--- src/rtl/uart_pkg.sv ---
// rtl/uart_pkg.sv - shared types and helpers for the oversampling UART receive path
package uart_pkg;

   typedef enum logic [1:0] {
      NONE = 2'd0,
      ODD  = 2'd1,
      EVEN = 2'd2
   } parity_e;

   typedef enum logic [2:0] {
      IDLE,
      START,
      DATA,
      PAR,
      STOP,
      WAIT_HI
   } rx_state_e;

   function automatic logic majority3(input logic a, input logic b, input logic c);
      return (a & b) | (a & c) | (b & c);
   endfunction

endpackage

--- src/rtl/sync_fifo.sv ---
// rtl/sync_fifo.sv - show-ahead synchronous FIFO; a push into a full FIFO only lands
// when a pop frees the slot in the same cycle
module sync_fifo #(
   parameter int WIDTH = 8,
   parameter int DEPTH = 4
) (
   input  logic                    Clk,
   input  logic                    nRst,
   input  logic                    push,
   input  logic                    pop,
   input  logic [WIDTH-1:0]        din,
   output logic [WIDTH-1:0]        dout,
   output logic [$clog2(DEPTH):0]  count,
   output logic                    full,
   output logic                    empty
);
   localparam int AW = $clog2(DEPTH);
   localparam logic [AW:0] FULL_COUNT = (AW+1)'(DEPTH);

   logic [WIDTH-1:0] mem [DEPTH];
   logic [AW-1:0]    wr_ptr;
   logic [AW-1:0]    rd_ptr;
   logic             do_push;
   logic             do_pop;

   assign empty   = (count == '0);
   assign full    = (count == FULL_COUNT);
   assign do_pop  = pop & ~empty;
   assign do_push = push & (~full | do_pop);
   assign dout    = mem[rd_ptr];

   always_ff @(posedge Clk or negedge nRst) begin
      if (!nRst) begin
         wr_ptr <= '0;
         rd_ptr <= '0;
         count  <= '0;
         for (int i = 0; i < DEPTH; i++) mem[i] <= '0;
      end else begin
         if (do_push) begin
            mem[wr_ptr] <= din;
            wr_ptr      <= wr_ptr + 1'b1;
         end
         if (do_pop) rd_ptr <= rd_ptr + 1'b1;
         if (do_push && !do_pop) count <= count + 1'b1;
         else if (do_pop && !do_push) count <= count - 1'b1;
      end
   end

endmodule

--- src/rtl/uart_rx_os.sv ---
// rtl/uart_rx_os.sv - oversampling UART receiver with majority-vote sampling,
// parity/framing/overrun reporting and a show-ahead output FIFO
module uart_rx_os
   import uart_pkg::*;
#(
   parameter int CLK_FREQ   = 50000000,
   parameter int BAUD_RATE  = 115200,
   parameter int OVERSAMPLE = 16,
   parameter int DATA_BITS  = 8,
   parameter int PARITY     = 0,
   parameter int STOP_BITS  = 1,
   parameter int FIFO_DEPTH = 4
) (
   input  logic                          Clk,
   input  logic                          nRst,
   input  logic                          rx,
   output logic [DATA_BITS-1:0]          rx_data,
   output logic                          rx_valid,
   input  logic                          rx_ready,
   output logic                          parity_err,
   output logic                          frame_err,
   output logic                          overrun,
   output logic [$clog2(FIFO_DEPTH):0]   fifo_count
);
   localparam int DIV = CLK_FREQ / (BAUD_RATE * OVERSAMPLE);
   localparam int M   = OVERSAMPLE / 2;
   localparam int DW  = $clog2(DIV);
   localparam int SW  = $clog2(OVERSAMPLE);
   localparam int BW  = $clog2(DATA_BITS + 1);
   localparam parity_e PMODE = parity_e'(PARITY[1:0]);

   if (DIV < 2) begin : g_div_check
      $error("uart_rx_os: clock divider DIV must be at least 2");
   end

   logic [1:0]           sync;
   logic                 rxs;
   logic [DW-1:0]        div_cnt;
   logic                 tick;
   logic [SW-1:0]        scnt;
   logic [1:0]           early;
   logic                 vote;
   logic                 at_vote;
   logic                 at_wrap;
   rx_state_e            state;
   rx_state_e            state_nxt;
   logic [DATA_BITS-1:0] shreg;
   logic [BW-1:0]        bit_cnt;
   logic                 stop_cnt;
   logic                 perr;
   logic                 ferr;
   logic                 ferr_now;
   logic                 start_det;
   logic                 push;
   logic                 pop;
   logic                 full;
   logic                 empty;

   assign rxs     = sync[1];
   assign tick    = (div_cnt == DW'(DIV - 1));
   assign at_vote = tick && (scnt == SW'(M + 1));
   assign at_wrap = tick && (scnt == SW'(OVERSAMPLE - 1));
   // early[] holds the M-1 and M samples; the third vote is the live sample at M+1
   assign vote    = majority3(early[1], early[0], rxs);

   always_ff @(posedge Clk or negedge nRst) begin
      if (!nRst) state <= IDLE;
      else       state <= state_nxt;
   end

   always_comb begin
      state_nxt = state;
      start_det = 1'b0;
      push      = 1'b0;
      ferr_now  = ferr | ~vote;
      case (state)
         IDLE: begin
            if (!rxs) begin
               state_nxt = START;
               start_det = 1'b1;
            end
         end
         START: begin
            if (at_vote && vote)  state_nxt = IDLE;
            else if (at_wrap)     state_nxt = DATA;
         end
         DATA: begin
            if (at_wrap && bit_cnt == BW'(DATA_BITS))
               state_nxt = (PMODE == NONE) ? STOP : PAR;
         end
         PAR: begin
            if (at_wrap) state_nxt = STOP;
         end
         STOP: begin
            if (at_vote && stop_cnt == 1'(STOP_BITS - 1)) begin
               push      = 1'b1;
               state_nxt = ferr_now ? WAIT_HI : IDLE;
            end
         end
         WAIT_HI: begin
            if (rxs) state_nxt = IDLE;
         end
         default: state_nxt = IDLE;
      endcase
   end

   always_ff @(posedge Clk or negedge nRst) begin
      if (!nRst) begin
         sync     <= 2'b11;
         div_cnt  <= '0;
         scnt     <= '0;
         early    <= '0;
         shreg    <= '0;
         bit_cnt  <= '0;
         stop_cnt <= 1'b0;
         perr     <= 1'b0;
         ferr     <= 1'b0;
      end else begin
         sync <= {sync[0], rx};
         // restarting the divider on start detection centres the ticks on the frame
         if (start_det || tick) div_cnt <= '0;
         else                   div_cnt <= div_cnt + 1'b1;
         if (start_det) begin
            scnt     <= '0;
            bit_cnt  <= '0;
            stop_cnt <= 1'b0;
            perr     <= 1'b0;
            ferr     <= 1'b0;
         end else if (tick) begin
            scnt <= scnt + 1'b1;
            if (scnt == SW'(M - 1)) early[1] <= rxs;
            if (scnt == SW'(M))     early[0] <= rxs;
            if (scnt == SW'(M + 1)) begin
               case (state)
                  DATA: begin
                     shreg   <= {vote, shreg[DATA_BITS-1:1]};
                     bit_cnt <= bit_cnt + 1'b1;
                  end
                  PAR:     perr <= (^shreg) ^ vote ^ (PMODE == ODD);
                  STOP:    ferr <= ferr_now;
                  default: ;
               endcase
            end
            if (at_wrap && state == STOP) stop_cnt <= stop_cnt + 1'b1;
         end
      end
   end

   assign pop      = rx_valid & rx_ready;
   assign rx_valid = ~empty;

   always_ff @(posedge Clk or negedge nRst) begin
      if (!nRst)                   overrun <= 1'b0;
      else if (push && full && !pop) overrun <= 1'b1;
      else if (pop)                overrun <= 1'b0;
   end

   sync_fifo #(
      .WIDTH (DATA_BITS + 2),
      .DEPTH (FIFO_DEPTH)
   ) u_fifo (
      .Clk   (Clk),
      .nRst  (nRst),
      .push  (push),
      .pop   (pop),
      .din   ({perr, ferr_now, shreg}),
      .dout  ({parity_err, frame_err, rx_data}),
      .count (fifo_count),
      .full  (full),
      .empty (empty)
   );

endmodule

--- config.mk ---
export PLATFORM = sky130hd
export DESIGN_NAME = uart_rx_os
export DESIGN_NICKNAME = d
export VERILOG_FILES = /design/src/rtl/uart_pkg.sv /design/src/rtl/sync_fifo.sv /design/src/rtl/uart_rx_os.sv
export SDC_FILE = /design/constraint.sdc
export NUM_CORES = 1
export LEC_CHECK = 0
export ABC_AREA = 1
export CAP_MARGIN = 25
export CORE_UTILIZATION = 30
export CTS_CLUSTER_DIAMETER = 200
export DETAILED_ROUTE_END_ITERATION = 10
export GPL_TIMING_DRIVEN = 0
export PLACE_DENSITY = 0.46
export SLEW_MARGIN = 10
export SYNTH_ARGS = -nofsm -noshare
export SYNTH_HDL_FRONTEND = slang
export SYNTH_SLANG_ARGS = --single-unit
--- constraint.sdc ---
create_clock -name Clk -period 2.64 [get_ports Clk]
set_input_delay 0.528 -clock Clk [delete_from_list [all_inputs] [get_ports Clk]]
set_output_delay 0.528 -clock Clk [all_outputs]
set_load 0.03 [all_outputs]
Word-level counts from Yosys, hierarchy flattened
Index checks and enable logic that the tools add are counted.
{"block": "classes", "mux": 41, "n_reduce_logical": 34, "add_sub_neg": 8, "magnitude_cmp": 3, "eq_ne": 18, "n_bitwise": 18}
{"cell": "40-bit bitwise mux", "n": 1}
{"cell": "10-bit two-way mux", "n": 3}
{"cell": "3-bit two-way mux", "n": 10}
{"cell": "4-bit two-way mux", "n": 6}
{"cell": "10-bit binary-select mux with 2-bit select", "n": 1}
{"cell": "10-bit demux with 2-bit select", "n": 1}
{"cell": "3-bit one-hot mux with 6 select lines", "n": 1}
{"cell": "1-bit two-way mux", "n": 17}
{"cell": "4-bit == test (second input constant)", "n": 4}
{"cell": "2-bit nonzero test", "n": 8}
{"cell": "3-bit AND reduction", "n": 5}
{"cell": "1-bit logical AND", "n": 11}
{"cell": "2-bit != test (second input constant)", "n": 5}
{"cell": "3-bit == test (second input constant)", "n": 3}
{"cell": "4-bit by 1-bit adder with 4-bit output (second input constant)", "n": 2}
{"cell": "8-bit XOR reduction", "n": 1}
{"cell": "1-bit bitwise AND", "n": 6}
{"cell": "3-bit by 2-bit == test with 1-bit output (second input constant)", "n": 2}
{"cell": "3-bit greater-or-equal comparator (second input constant)", "n": 2}
{"cell": "3-bit zero test", "n": 2}
{"cell": "2-bit inverter with 3-bit output", "n": 2}
{"cell": "6-bit AND reduction", "n": 1}
{"cell": "5-bit by 1-bit adder with 5-bit output (second input constant)", "n": 1}
{"cell": "5-bit == test (second input constant)", "n": 1}
{"cell": "16 further kinds", "n": 26}
{"block": "word_totals", "elab_cells": 141, "out_inout_bits": 15, "inputBits": 4, "ff_bits": 79}

Depth between registers and ports, before layout
Gate-level depths: netlist of run 1.
{"block": "depth", "ltp_word": 10, "mapped_depth": 14, "depth_no_buf": 14}

Hierarchy
From an unflattened synthesis of run 1, not the netlist that was laid out.
{"block": "hier_totals", "hier_cells": 486, "area_unflattened_um2": 4141.5}
{"mod": "sync_fifo", "cells_per_inst": 277, "area_per_inst_um2": 2383.5, "n_inst": 1}
{"mod": "uart_rx_os", "cells_per_inst": 209, "area_per_inst_um2": 1757.9, "n_inst": 1}

Worst setup path before layout of run 1
Ideal clock, no wire load.
{"block": "synth_timing", "path_type": "register to register", "start": "register u_fifo.count[0]", "end": "register u_fifo.count[1]", "setup_ns": 0.125, "t_arrival_ns": 2.420, "path_slack_ns": 0.095, "synth_period_minus_slack_ns": 2.545, "path_buffers": 0, "required_ns": 2.515, "stages_incl_launch_ff": 11, "path_cell_list": "dfrtp_1 nor2_1 nand2_1 nand2_1 nand3_2 nand2_1 inv_1 ha_1 inv_1 fa_1 mux2_2"}
{"block": "synth_between", "elab_chain_len": 9, "elab_cells_between_ends": 17}
{"element": "start, declared", "line_no": "sync_fifo.sv:13", "source": "output logic [$clog2(DEPTH):0] count,"}
{"element": "start signal, assigned", "line_no": "sync_fifo.sv:44", "source": "if (do_push && !do_pop) count <= count + 1'b1;"}
{"element": "start signal, assigned", "line_no": "sync_fifo.sv:45", "source": "else if (do_pop && !do_push) count <= count - 1'b1;"}
{"element": "3-bit zero test (*)", "line_no": "sync_fifo.sv:26", "source": "assign empty = (count == '0);"}
{"element": "1-bit inverter (*)", "line_no": "uart_rx_os.sv:150", "source": "assign rx_valid = ~empty;"}
{"element": "named net rx_valid", "line_no": "uart_rx_os.sv:18", "source": "output logic rx_valid,"}
{"element": "1-bit bitwise AND", "line_no": "uart_rx_os.sv:149", "source": "assign pop = rx_valid & rx_ready;"}
{"element": "1-bit bitwise AND (*)", "line_no": "sync_fifo.sv:28", "source": "assign do_pop = pop & ~empty;"}
{"element": "1-bit bitwise OR (*)", "line_no": "sync_fifo.sv:29", "source": "assign do_push = push & (~full | do_pop);"}
{"element": "1-bit bitwise AND (*)", "line_no": "sync_fifo.sv:29"}
{"element": "named net u_fifo.do_push", "line_no": "sync_fifo.sv:23", "source": "logic do_push;"}
{"element": "1-bit zero test", "line_no": "sync_fifo.sv:45"}
{"element": "1-bit logical AND", "line_no": "sync_fifo.sv:45"}
{"element": "2-bit nonzero test (no source line)"}
Mark *: on every way through the listed nets, which the timed path passes. The rest lies on a longest branch. The select of a mux whose other input is x is not followed.
A chain may end at the register's enable or synchronous reset.

Worst setup path after layout of run 1
{"block": "layout_timing", "start": "register div_cnt[0]", "end": "register u_fifo.count[2]"}
{"block": "layout_between", "elab_chain_len": 9, "elab_cells_between_ends": 11}
{"element": "start, declared", "line_no": "uart_rx_os.sv:38", "source": "logic [DW-1:0] div_cnt;"}
{"element": "start signal, assigned", "line_no": "uart_rx_os.sv:122", "source": "else div_cnt <= div_cnt + 1'b1;"}
{"element": "5-bit == test (*)", "line_no": "uart_rx_os.sv:60", "source": "assign tick = (div_cnt == DW'(DIV - 1));"}
{"element": "1-bit logical AND (*)", "line_no": "uart_rx_os.sv:61", "source": "assign at_vote = tick && (scnt == SW'(M + 1));"}
{"element": "1-bit logical AND (*)", "line_no": "uart_rx_os.sv:95", "source": "if (at_vote && stop_cnt == 1'(STOP_BITS - 1)) begin"}
{"element": "1-bit two-way mux (*)", "line_no": "uart_rx_os.sv:95"}
{"element": "1-bit two-way mux (*)", "line_no": "uart_rx_os.sv:76", "source": "case (state)"}
{"element": "1-bit bitwise AND (*)", "line_no": "sync_fifo.sv:29"}
{"element": "named net u_fifo.do_push", "line_no": "sync_fifo.sv:23"}
{"element": "1-bit zero test", "line_no": "sync_fifo.sv:45"}
{"element": "1-bit logical AND", "line_no": "sync_fifo.sv:45"}
{"element": "2-bit nonzero test (no source line)"}
Mark *: on every way through the listed nets, which the timed path passes. The rest lies on a longest branch.

==> results of run 1 <==
[sequential cells by signal, summed over array words and instances (netlist names)]
register and cells:
shreg 8, ferr 1, scnt 4, sync 2
bit_cnt 4, state 3, overrun 1, stop_cnt 1
u_fifo.wr_ptr 2, u_fifo.rd_ptr 2, perr 1, u_fifo.count 3
div_cnt 5, u_fifo.mem 40, early 2
[layer usage]
metal / vias to the layer above / routed length, um / track usage
met1: 1428 / 4241 / 0.1858
met2: 43 / 4382 / 0.2607
met4: 0 / 102 / 0.05541
met5: - / 0 / 0
met3: 6 / 261 / 0.04027
li1: 1494 / - / -
[cell usage in the layout (no fill, tap or decap), drive strengths merged]
master / n
mux2: 1
dlygate4sd2: 5
nand4: 7
a211oi: 1
o31ai: 1
clkdlybuf4s50: 7
ha: 12
buf: 12
inv: 42
a21oi: 9
bufinv: 1
clkinvlp: 1
clkinv: 2
dfstp: 2
dfrtp: 77
nand2: 108
fa: 1
clkbuf: 15
nand3: 22
xnor2: 2
dlymetal6s2s: 5
nor2: 38
o22ai: 10
o21ai: 82
xor2: 7
nor3: 3
[critical path, cell delays in order, from the launching register on]
cell	delay, ns
dfrtp_1	0.40
inv_1	0.07
ha_2	0.19
nand4_4	0.16
nor2_4	0.19
nand2_4	0.09
nor2_8	0.14
nand2_1	0.10
inv_2	0.08
ha_1	0.13
inv_1	0.06
fa_1	0.37
a21oi_1	0.14
o21ai_0	0.11
xor2_1	0.15
[worst max-delay path by stage]
stage,slack [ns],endpoint,cells after the start
3_3_place_gp,-2.05,div_cnt[0]$_DFF_PN0_,1
5_1_grt,-0.06,u_fifo.count[2]$_DFFE_PN0P_,14
4_1_cts,0.01,rx_data[3],5
3_5_place_dp,-0.05,u_fifo.count[2]$_DFFE_PN0P_,11
2_1_floorplan,0.09,u_fifo.count[1]$_DFFE_PN0P_,10
6_report,0.13,u_fifo.count[2]$_DFFE_PN0P_,14
[report_power, final]
part	internal, W	switching [W]	leakage, nW	total [W]
clock network	0.000740	0.000526	0.143	0.00127
logic	0.000367	0.000692	0.949	0.00106
registers	0.00125	0.0000469	1.05	0.00130
[final cells by class]
type / count / area, um2
Sequential cell: 79 / 1979
Multi-Input combinational cell: 304 / 1639
Clock buffer: 10 / 229.0
Timing Repair Buffer: 20 / 219.0
Tap cell: 172 / 215.2
Clock inverter: 6 / 68.82
Buffer: 14 / 120.1
Fill cell: 1331 / 7999
Inverter: 40 / 150.1
[cell families (layout without fill, tap and decap cells)]
family,after synthesis,after routing,synth area share
flip-flops,79,79,0.5115
AND/OR/NAND/NOR,178,178,0.2095
buffers and inverters,54,90,0.06822
multiplexers,1,1,0.002910
XOR/XNOR,9,9,0.02037
adder cells (fa/ha/maj),13,13,0.04397
AO/OA/AOI/OAI,103,103,0.1436
[repair_timing]
action                     CTS  global route
pin swaps                    0             1
gates resized for setup     10             9
setup endpoints to repair   10             7
hold buffers                 0             0
buffers inserted             0             1
[per-stage QoR]
stage / TNS [ns] / util / hold WS, ns
CTS: 0 / 0.3636 / 0.09405
global placement: -159.09 / 0.3380 / 0.3470
global route: -0.05634 / 0.3662 / 0.1043
finish: 0 / 0.3662 / 0.09177
floorplan: 0 / - / 0.2324
detailed placement: -0.07055 / 0.3400 / 0.3482
==> impl_metrics.tcl, run 1 <==
set metrics [dict create \
    synth_top_area_frac 0.4979 \
    clock_skew_ns 0.009205 \
    nNetsFinal 485 \
    peakVddDrop_mv 0.2601 \
    synth_most_common_cell "nand2_1" \
    worstSetupPathType "flop to flop" \
    status "finished clean" \
    grt.overflow.total 0 \
    dp_cells 628 \
    routedWlPerCell_um 13.93 \
    r2r_setup_slack_ns 0.13 \
    power_w 0.003626 \
    hold_path_class "input pin to asynchronous set/reset pin" \
    setup_violations 0 \
    synth.top_cells.by_area "dfrtp_1 50%, nand2_1 10%, o21ai_0 5.3%" \
    yosysSeqAreaShare 0.5115 \
    drt_iter0_drc 187 \
    ys_async_sr_fraction 1.000 \
    grt_pass1_vias 2938 \
    gp_congestion 0.7771 \
    fin_ws_ns 0.1350 \
    tightestPinTransition_ns 0.3617 \
    dr.pass1.iters 4 \
    synth_cell_types 31 \
    grt_pass1_wl_mm 15.26 \
    vias 2971 \
    hold_viol_final 0 \
    ys_seq_elements 79 \
    yosysWarningCount 0 \
    final_cell_count_no_fill 645 \
    pre_cts_slack_ns -0.04996 \
    synth_nets 454 \
    fin_area_um2 4621 \
    arrival_ns 2.73 \
    yosys-top-cells-count "107 x nand2_1, 77 x dfrtp_1, 41 x o21ai_0" \
    wl_mm 8.988 \
    initial_core_util 0.3067 \
    syn_to_final_growth_pct 19.40 \
    yosysTopAreaCell "dfrtp_1" \
    synth_area_um2 3870 \
    required_ns 2.86 \
    vias_per_cell 4.606 \
    drc 0 \
    fin_crit_sh 0.9489 \
    track_usage 0.1529 \
    cap_violations 0 \
    cp_max_fo 5 \
    slew_headroom 0.7589 \
    rsz0062_at_grt "yes" \
    die_area_um2 13360 \
    cp-end-kind "flop" \
    ys.flop_type "dfrtp_1" \
    clock-root-buffer "clkbuf_16" \
    io_buffer_count 18 \
    slew_viol_final 0 \
    die_y_um 115.6 \
    cts.sinks 79 \
    ant_nets 0 \
    crit_path_start_kind "flop" \
    grt_antenna_before_repair 0 \
    htree_levels 3 \
    period_needed_ns 2.505 \
    power_density_nw_per_um2 784.8 \
    crit_path_start "div_cnt[0]$_DFF_PN0_" \
    clk_latency_ns 0.34 \
    place_hpwl_mm 6.090 \
    syn_inst 437 \
    timing.fmax_ghz 0.3992 \
    fp.dieW_um 115.6 \
    cts_buffers 9 \
    r2r_cells 14 \
    p_leak_nw 2.142 \
    clock_path_buffers 2 \
    antenna_cells 0 \
    r2r-start "div_cnt[0]$_DFF_PN0_" \
    synth.avg_cell_area_um2 8.856 \
    drive_gt1_frac 0.1226 \
    pin_count 19 \
    reg2reg_to "u_fifo.count[2]$_DFFE_PN0P_" \
    rows 41 \
    synth-edff-count 0 \
    placed_area_um2 4290 \
    cts_tree "yes" \
    core_area_um2 12620 \
    grt_max_degree 56 \
    clk_pin_slew_ns 0.07 \
]
Note: power is estimated with default switching activity, not from simulation.
==> inputs of run 2 (changes only) <==
--- a/config.mk
+++ b/config.mk
@@ -7,11 +7,13 @@
 export LEC_CHECK = 0
 export ABC_AREA = 1
 export CAP_MARGIN = 25
+export CELL_PAD_IN_SITES_DETAIL_PLACEMENT = 1
+export CELL_PAD_IN_SITES_GLOBAL_PLACEMENT = 1
 export CORE_UTILIZATION = 30
 export CTS_CLUSTER_DIAMETER = 200
 export DETAILED_ROUTE_END_ITERATION = 10
 export GPL_TIMING_DRIVEN = 0
-export PLACE_DENSITY = 0.46
+export PLACE_DENSITY = 0.57
 export SLEW_MARGIN = 10
 export SYNTH_ARGS = -nofsm -noshare
 export SYNTH_HDL_FRONTEND = slang
==> run 2 against run 1 <==
Setup slack worse by 0.033 ns. Sequential share of layout area is 0.15 points higher. Via count up 2.4%. Critical path depth unchanged. Wire length rose by 10%. Clock power shrank 5%. Core utilization shrank 0.13 points. Register-to-register slack worse by 0.03 ns. Sequential cell count did not move. Largest power group unchanged. Hold slack improved by 0.043 ns. Non-clock buffer count did not move. Largest cell class unchanged.
==> impl_metrics.tcl, run 2 (same netlist as run 1, synthesis figures left out) <==
set metrics [dict create \
    status "finished clean" \
    fillers 1492 \
    final_cell_count_no_fill 645 \
    vias 3041 \
    clk_pin_slew_ns 0.07 \
    crit_slowest_cell "dfrtp_1" \
    cts_tree "yes" \
    die_area_um2 13360 \
    grt_max_degree 50 \
    slew_headroom 0.6946 \
    slew_viol_final 0 \
    critPathMaxStageDelay_ns 0.41 \
    grt_busiest_layer "met2" \
    grt_use_met3 0.02824 \
    io_buffer_count 18 \
    r2r-start "div_cnt[0]$_DFF_PN0_" \
    rows 41 \
    cts.sinks 79 \
    htree_levels 3 \
    fin_util 0.3649 \
    grt_antenna_before_repair 0 \
    hold_path_class "input pin to asynchronous set/reset pin" \
    hold_viol_final 0 \
    grt.overflow.total 0 \
    pin_count 19 \
    cpMostUsedCell "inv_1" \
    crit_buf_inv 3 \
    rsz0062_at_grt "yes" \
    clk_latency_ns 0.35 \
    use_met1 0.2028 \
    crit_path_start "div_cnt[0]$_DFF_PN0_" \
    largest_reg_flops 40 \
    clock_path_buffers 2 \
    peakVddDrop_mv 0.2373 \
    die_y_um 115.6 \
    drive_gt1_frac 0.1226 \
    grt_pass1_vias 3174 \
    power_density_nw_per_um2 776.9 \
    critical_path.top_delay_family "adder cells" \
    cts_buffers 9 \
    core_area_um2 12620 \
    drc 0 \
    wl_mm 9.918 \
    dr.pass1.iters 4 \
    fin_setup_tns_ns 0 \
    cp-end-kind "flop" \
    top_regs "u_fifo.mem: 40 flops, shreg: 8 flops, div_cnt: 5 flops" \
    clock_skew_ns 0.008153 \
    track_usage 0.1672 \
    crit_chain "inv_1 > ha_2 > nand4_4 > nor2_4 > nand2_4 > nor2_8 > nand2_1 > inv_1 > ha_1 > inv_1 > fa_1 > a21oi_1 > o21ai_1 > xor2_1" \
    drt_iter0_drc 92 \
    initial_core_util 0.3067 \
    timing.fmax_ghz 0.3940 \
    routedWlPerCell_um 15.38 \
    fin_crit_sh 0.9613 \
    antenna_cells 0 \
    global_route.usage.met2 0.2906 \
    worstSetupPathType "flop to flop" \
    final_common_cell "nand2_1" \
    crit_path_start_kind "flop" \
    largest_register "u_fifo.mem" \
    clock-root-buffer "clkbuf_16" \
    arrival_ns 2.76 \
    whs_ns 0.1344 \
    nNetsFinal 485 \
    tightestPinTransition_ns 0.4582 \
    ant_nets 0 \
    p_leak_nw 2.125 \
    syn_to_final_growth_pct 18.98 \
    fp.dieW_um 115.6 \
    dp_cells 628 \
    vias_per_cell 4.715 \
    grt_pass1_wl_mm 16.56 \
    place_hpwl_mm 6.737 \
    gp_congestion 0.7417 \
    required_ns 2.86 \
    cap_violations 0 \
    period_needed_ns 2.538 \
    cp_max_fo 5 \
    setup_violations 0 \
    final_cell_mix "107 x nand2_1, 77 x dfrtp_1, 40 x o21ai_0, 38 x inv_1, 36 x o21ai_1" \
]
[run 2: stage by stage]
| step | area (um2) | setup WS [ns] | total power [W] |
|---|---|---|---|
| 2_1_floorplan | 3870 | 0.09497 | 0.001972 |
| 3_3_place_gp | 4265 | -2.037 | 0.002429 |
| 3_5_place_dp | 4290 | -0.1178 | 0.002441 |
| 4_1_cts | 4582 | 0.0005242 | 0.003626 |
| 5_1_grt | 4604 | -0.05376 | 0.003786 |
| 6_report | 4604 | 0.1021 | 0.003577 |
[run 2: final timing paths]
path	to	slack (ns)	cells past startpoint
max	u_fifo.count[2]$_DFFE_PN0P_	0.10	14
min	u_fifo.mem[39]$_DFFE_PN0P_	0.13	1
max reg2reg	u_fifo.count[2]$_DFFE_PN0P_	0.10	14
min reg2reg	sync[1]$_DFF_PN1_	0.36	0
max in group asynchronous	sync[0]$_DFF_PN1_	1.84	2
min in group Clk	sync[1]$_DFF_PN1_	0.36	0
[run 2: final cells by class]
cell class / count / area, um2 / area share
flip-flops and latches: 79 / 1979 / 0.4299
repair buffers: 20 / 215.2 / 0.04674
inverters: 40 / 150.1 / 0.03261
multi-input cells: 304 / 1639 / 0.3560
clock buffers: 10 / 239.0 / 0.05190
plain buffers: 14 / 120.1 / 0.02609
clock inverters: 6 / 46.29 / 0.01005
well taps: 172 / 215.2 / 0.04674
[run 2: where the power goes]
part / switching, W / internal, W / leakage [nW]
clock network: 0.000542 / 0.000666 / 0.135
logic: 0.000702 / 0.000362 / 0.940
registers: 0.0000516 / 0.00125 / 1.05
[run 2: layer usage]
layer / share of wire / wire length, um / vias up
li1: - / - / 1512
met1: 0.46 / 4594 / 1489
met2: 0.50 / 4936 / 27
met3: 0.019 / 192 / 13
met4: 0.020 / 194 / 0
met5: 0 / 0 / -
[run 2: timing repair]
| item | in CTS | in global routing |
|---|---|---|
| hold buffers | 0 | 0 |
| endpoints found under the setup margin | 11 | 6 |
| buffers inserted | 1 | 0 |
| pin swaps | 1 | 1 |
| gates resized for setup | 11 | 8 |
==> inputs of run 3 (changes only) <==
--- a/config.mk
+++ b/config.mk
@@ -13,7 +13,7 @@
 export CTS_CLUSTER_DIAMETER = 200
 export DETAILED_ROUTE_END_ITERATION = 10
 export GPL_TIMING_DRIVEN = 0
-export PLACE_DENSITY = 0.57
+export PLACE_DENSITY_LB_ADDON = 0.1
 export SLEW_MARGIN = 10
 export SYNTH_ARGS = -nofsm -noshare
 export SYNTH_HDL_FRONTEND = slang
==> run 3 against run 2 <==
Power is 0.40% lower. Count of clock-buffer cells in the layout rose by 5. Sequential cell count unchanged. Sequential share of layout area shrank 0.20 points. Design area rose by 0.46%. Non-clock buffer count increased by 3. Wire length up 0.93%. Hold slack worse by 0.0019 ns. Critical endpoint unchanged. Register-to-register slack better by 0.04 ns. Clock skew increased by 0.0014 ns.
==> impl_metrics.tcl, run 3 (same netlist as run 1, synthesis figures left out) <==
set metrics [dict create \
    status "finished clean" \
    clock_skew_ns 0.009566 \
    cp-end-kind "flop" \
    htree_levels 3 \
    grt_max_degree 52 \
    place_hpwl_mm 6.875 \
    worstSetupPathType "flop to flop" \
    hold_viol_final 0 \
    fin_crit_sh 0.9456 \
    r2r_cells 14 \
    ant_nets 0 \
    io_buffer_count 18 \
    drc 0 \
    core_area_um2 12620 \
    final_common_cell "nand2_1" \
    grt_antenna_before_repair 0 \
    seqCellArea_um2 1979 \
    cts_tree "yes" \
    die_y_um 115.6 \
    required_ns 2.85 \
    power_w 0.003563 \
    routedWlPerCell_um 15.45 \
    final_cell_mix "107 x nand2_1, 77 x dfrtp_1, 41 x o21ai_0, 37 x inv_1" \
    cap_violations 0 \
    antenna_cells 0 \
    grt.overflow.total 0 \
    period_needed_ns 2.496 \
    pin_count 19 \
    grt_pass1_vias 3232 \
    fillers 1525 \
    dr.pass1.iters 4 \
    cp_max_fo 5 \
    switchingPower_w 0.001226 \
    largest_register "u_fifo.mem" \
    cts_hold_buffers 0 \
    fp.dieW_um 115.6 \
    clock_path_buffers 2 \
    hold_path_class "input pin to asynchronous set/reset pin" \
    initial_core_util 0.3067 \
    cts.sinks 79 \
    vias 3084 \
    clock-root-buffer "clkbuf_16" \
    gp_congestion 0.7257 \
    tightestPinTransition_ns 0.4238 \
    timing.fmax_ghz 0.4006 \
    die_area_um2 13360 \
    rsz0062_at_grt "no" \
    drt_iter0_drc 77 \
    slew_headroom 0.7175 \
    rows 41 \
    fin_setup_tns_ns 0 \
    crit_path_start_kind "flop" \
    vias_per_cell 4.759 \
    clk_latency_ns 0.34 \
    power_density_nw_per_um2 770.3 \
    drive_gt1_frac 0.1218 \
    p_clk_frac 0.333 \
    grt_pass1_wl_mm 16.87 \
    setup_violations 0 \
    clk_pin_slew_ns 0.06 \
    arrival_ns 2.70 \
    p_leak_nw 2.154 \
    seqPwrFrac 0.366 \
    nNetsFinal 488 \
    p_int_w 0.002337 \
    p_sw_frac 0.3441 \
    multiInputGateArea_um2 1637 \
    power_frac_comb 0.301 \
    peakVddDrop_mv 0.2641 \
    syn_to_final_growth_pct 19.53 \
    top_regs "u_fifo.mem: 40 flops, shreg: 8 flops, div_cnt: 5 flops" \
    wl_mm 10.01 \
    cts_buffers 9 \
    largest_reg_flops 40 \
    slew_viol_final 0 \
    track_usage 0.1698 \
]
run 3: cell types whose count changed in the layout (fill, tap and decap cells not counted):
cell            previous run  this run
dlymetal6s2s_1             4         5
dlygate4sd2_1              6         5
ha_1                      11        12
inv_2                      2         3
inv_1                     38        37
clkbuf_1                   0         3
ha_2                       1         0
o21ai_1                   36        35
clkinv_4                   3         0
clkbuf_8                   1         3
o21ai_0                   40        41
clkinvlp_4                 2         0
buf_4                      2         5
run 3: critical path, stage by stage, from the launching register on:
cell     delay, ns
dfrtp_1       0.39
inv_1         0.10
ha_1          0.18
nand3_2       0.12
nor2_4        0.16
nand2_4       0.09
nor2_8        0.14
nand2_1       0.11
inv_2         0.08
ha_1          0.13
inv_1         0.06
fa_1          0.38
a21oi_1       0.15
o21ai_0       0.11
xor2_1        0.15
run 3: repair_timing:
action | in CTS | in global routing
gates resized for setup | 10 | 8
setup buffers | 1 | 3
pin swaps | 1 | 3
setup endpoints to repair | 11 | 7
run 3: power groups by stage:
stage,sequential (W),combinational [W],clock [W]
global route,0.00131,0.00119,0.00128
floorplan,0.00136,0.000611,0
CTS,0.00130,0.00110,0.00124
detailed placement,0.00132,0.00113,0
finish,0.00130,0.00107,0.00119
global placement,0.00132,0.00112,0
run 3: layer usage:
metal / vias up / part of all wire / global-route usage
met5: - / 0 / 0
met4: 0 / 0.014 / 0.06234
met3: 12 / 0.025 / 0.02824
met2: 39 / 0.50 / 0.2958
met1: 1531 / 0.47 / 0.2112
li1: 1502 / - / -
run 3: metrics by stage:
| step | hold WS, ns | cell area, um2 | setup slack (ns) | std cells | utilization |
|---|---|---|---|---|---|
| finish | 0.1325 | 4626 | 0.1436 | 648 | 0.3665 |
| floorplan | 0.2324 | 3870 | 0.09497 | 437 | - |
| CTS | 0.1389 | 4581 | 0.008592 | 645 | 0.3630 |
| global placement | 0.3519 | 4265 | -2.046 | 627 | 0.3380 |
| global route | 0.1459 | 4626 | 0.004980 | 648 | 0.3665 |
| detailed placement | 0.3494 | 4290 | -0.09071 | 628 | 0.3400 |
run 3: final cells by class:
| class | instances | share of cell area |
|---|---|---|
| flip-flops and latches | 79 | 0.4279 |
| inverters | 40 | 0.03246 |
| repair buffers | 23 | 0.05220 |
| plain buffers | 14 | 0.02597 |
| clock buffers | 15 | 0.06005 |
| clock inverters | 1 | 0.001082 |
| well taps | 172 | 0.04652 |
| multi-input cells | 304 | 0.3538 |
run 3: worst paths after layout:
path / startpoint / endpoint / slack, ns
worst min register to register: sync[0]$_DFF_PN1_ / sync[1]$_DFF_PN1_ / 0.36
worst max-delay path: scnt[1]$_DFFE_PN0N_ / u_fifo.count[2]$_DFFE_PN0P_ / 0.14
max in group asynchronous: nRst / sync[0]$_DFF_PN1_ / 1.85
worst min-delay path: nRst / u_fifo.count[2]$_DFFE_PN0P_ / 0.13
min in group Clk: sync[0]$_DFF_PN1_ / sync[1]$_DFF_PN1_ / 0.36
worst max register to register: scnt[1]$_DFFE_PN0N_ / u_fifo.count[2]$_DFFE_PN0P_ / 0.14
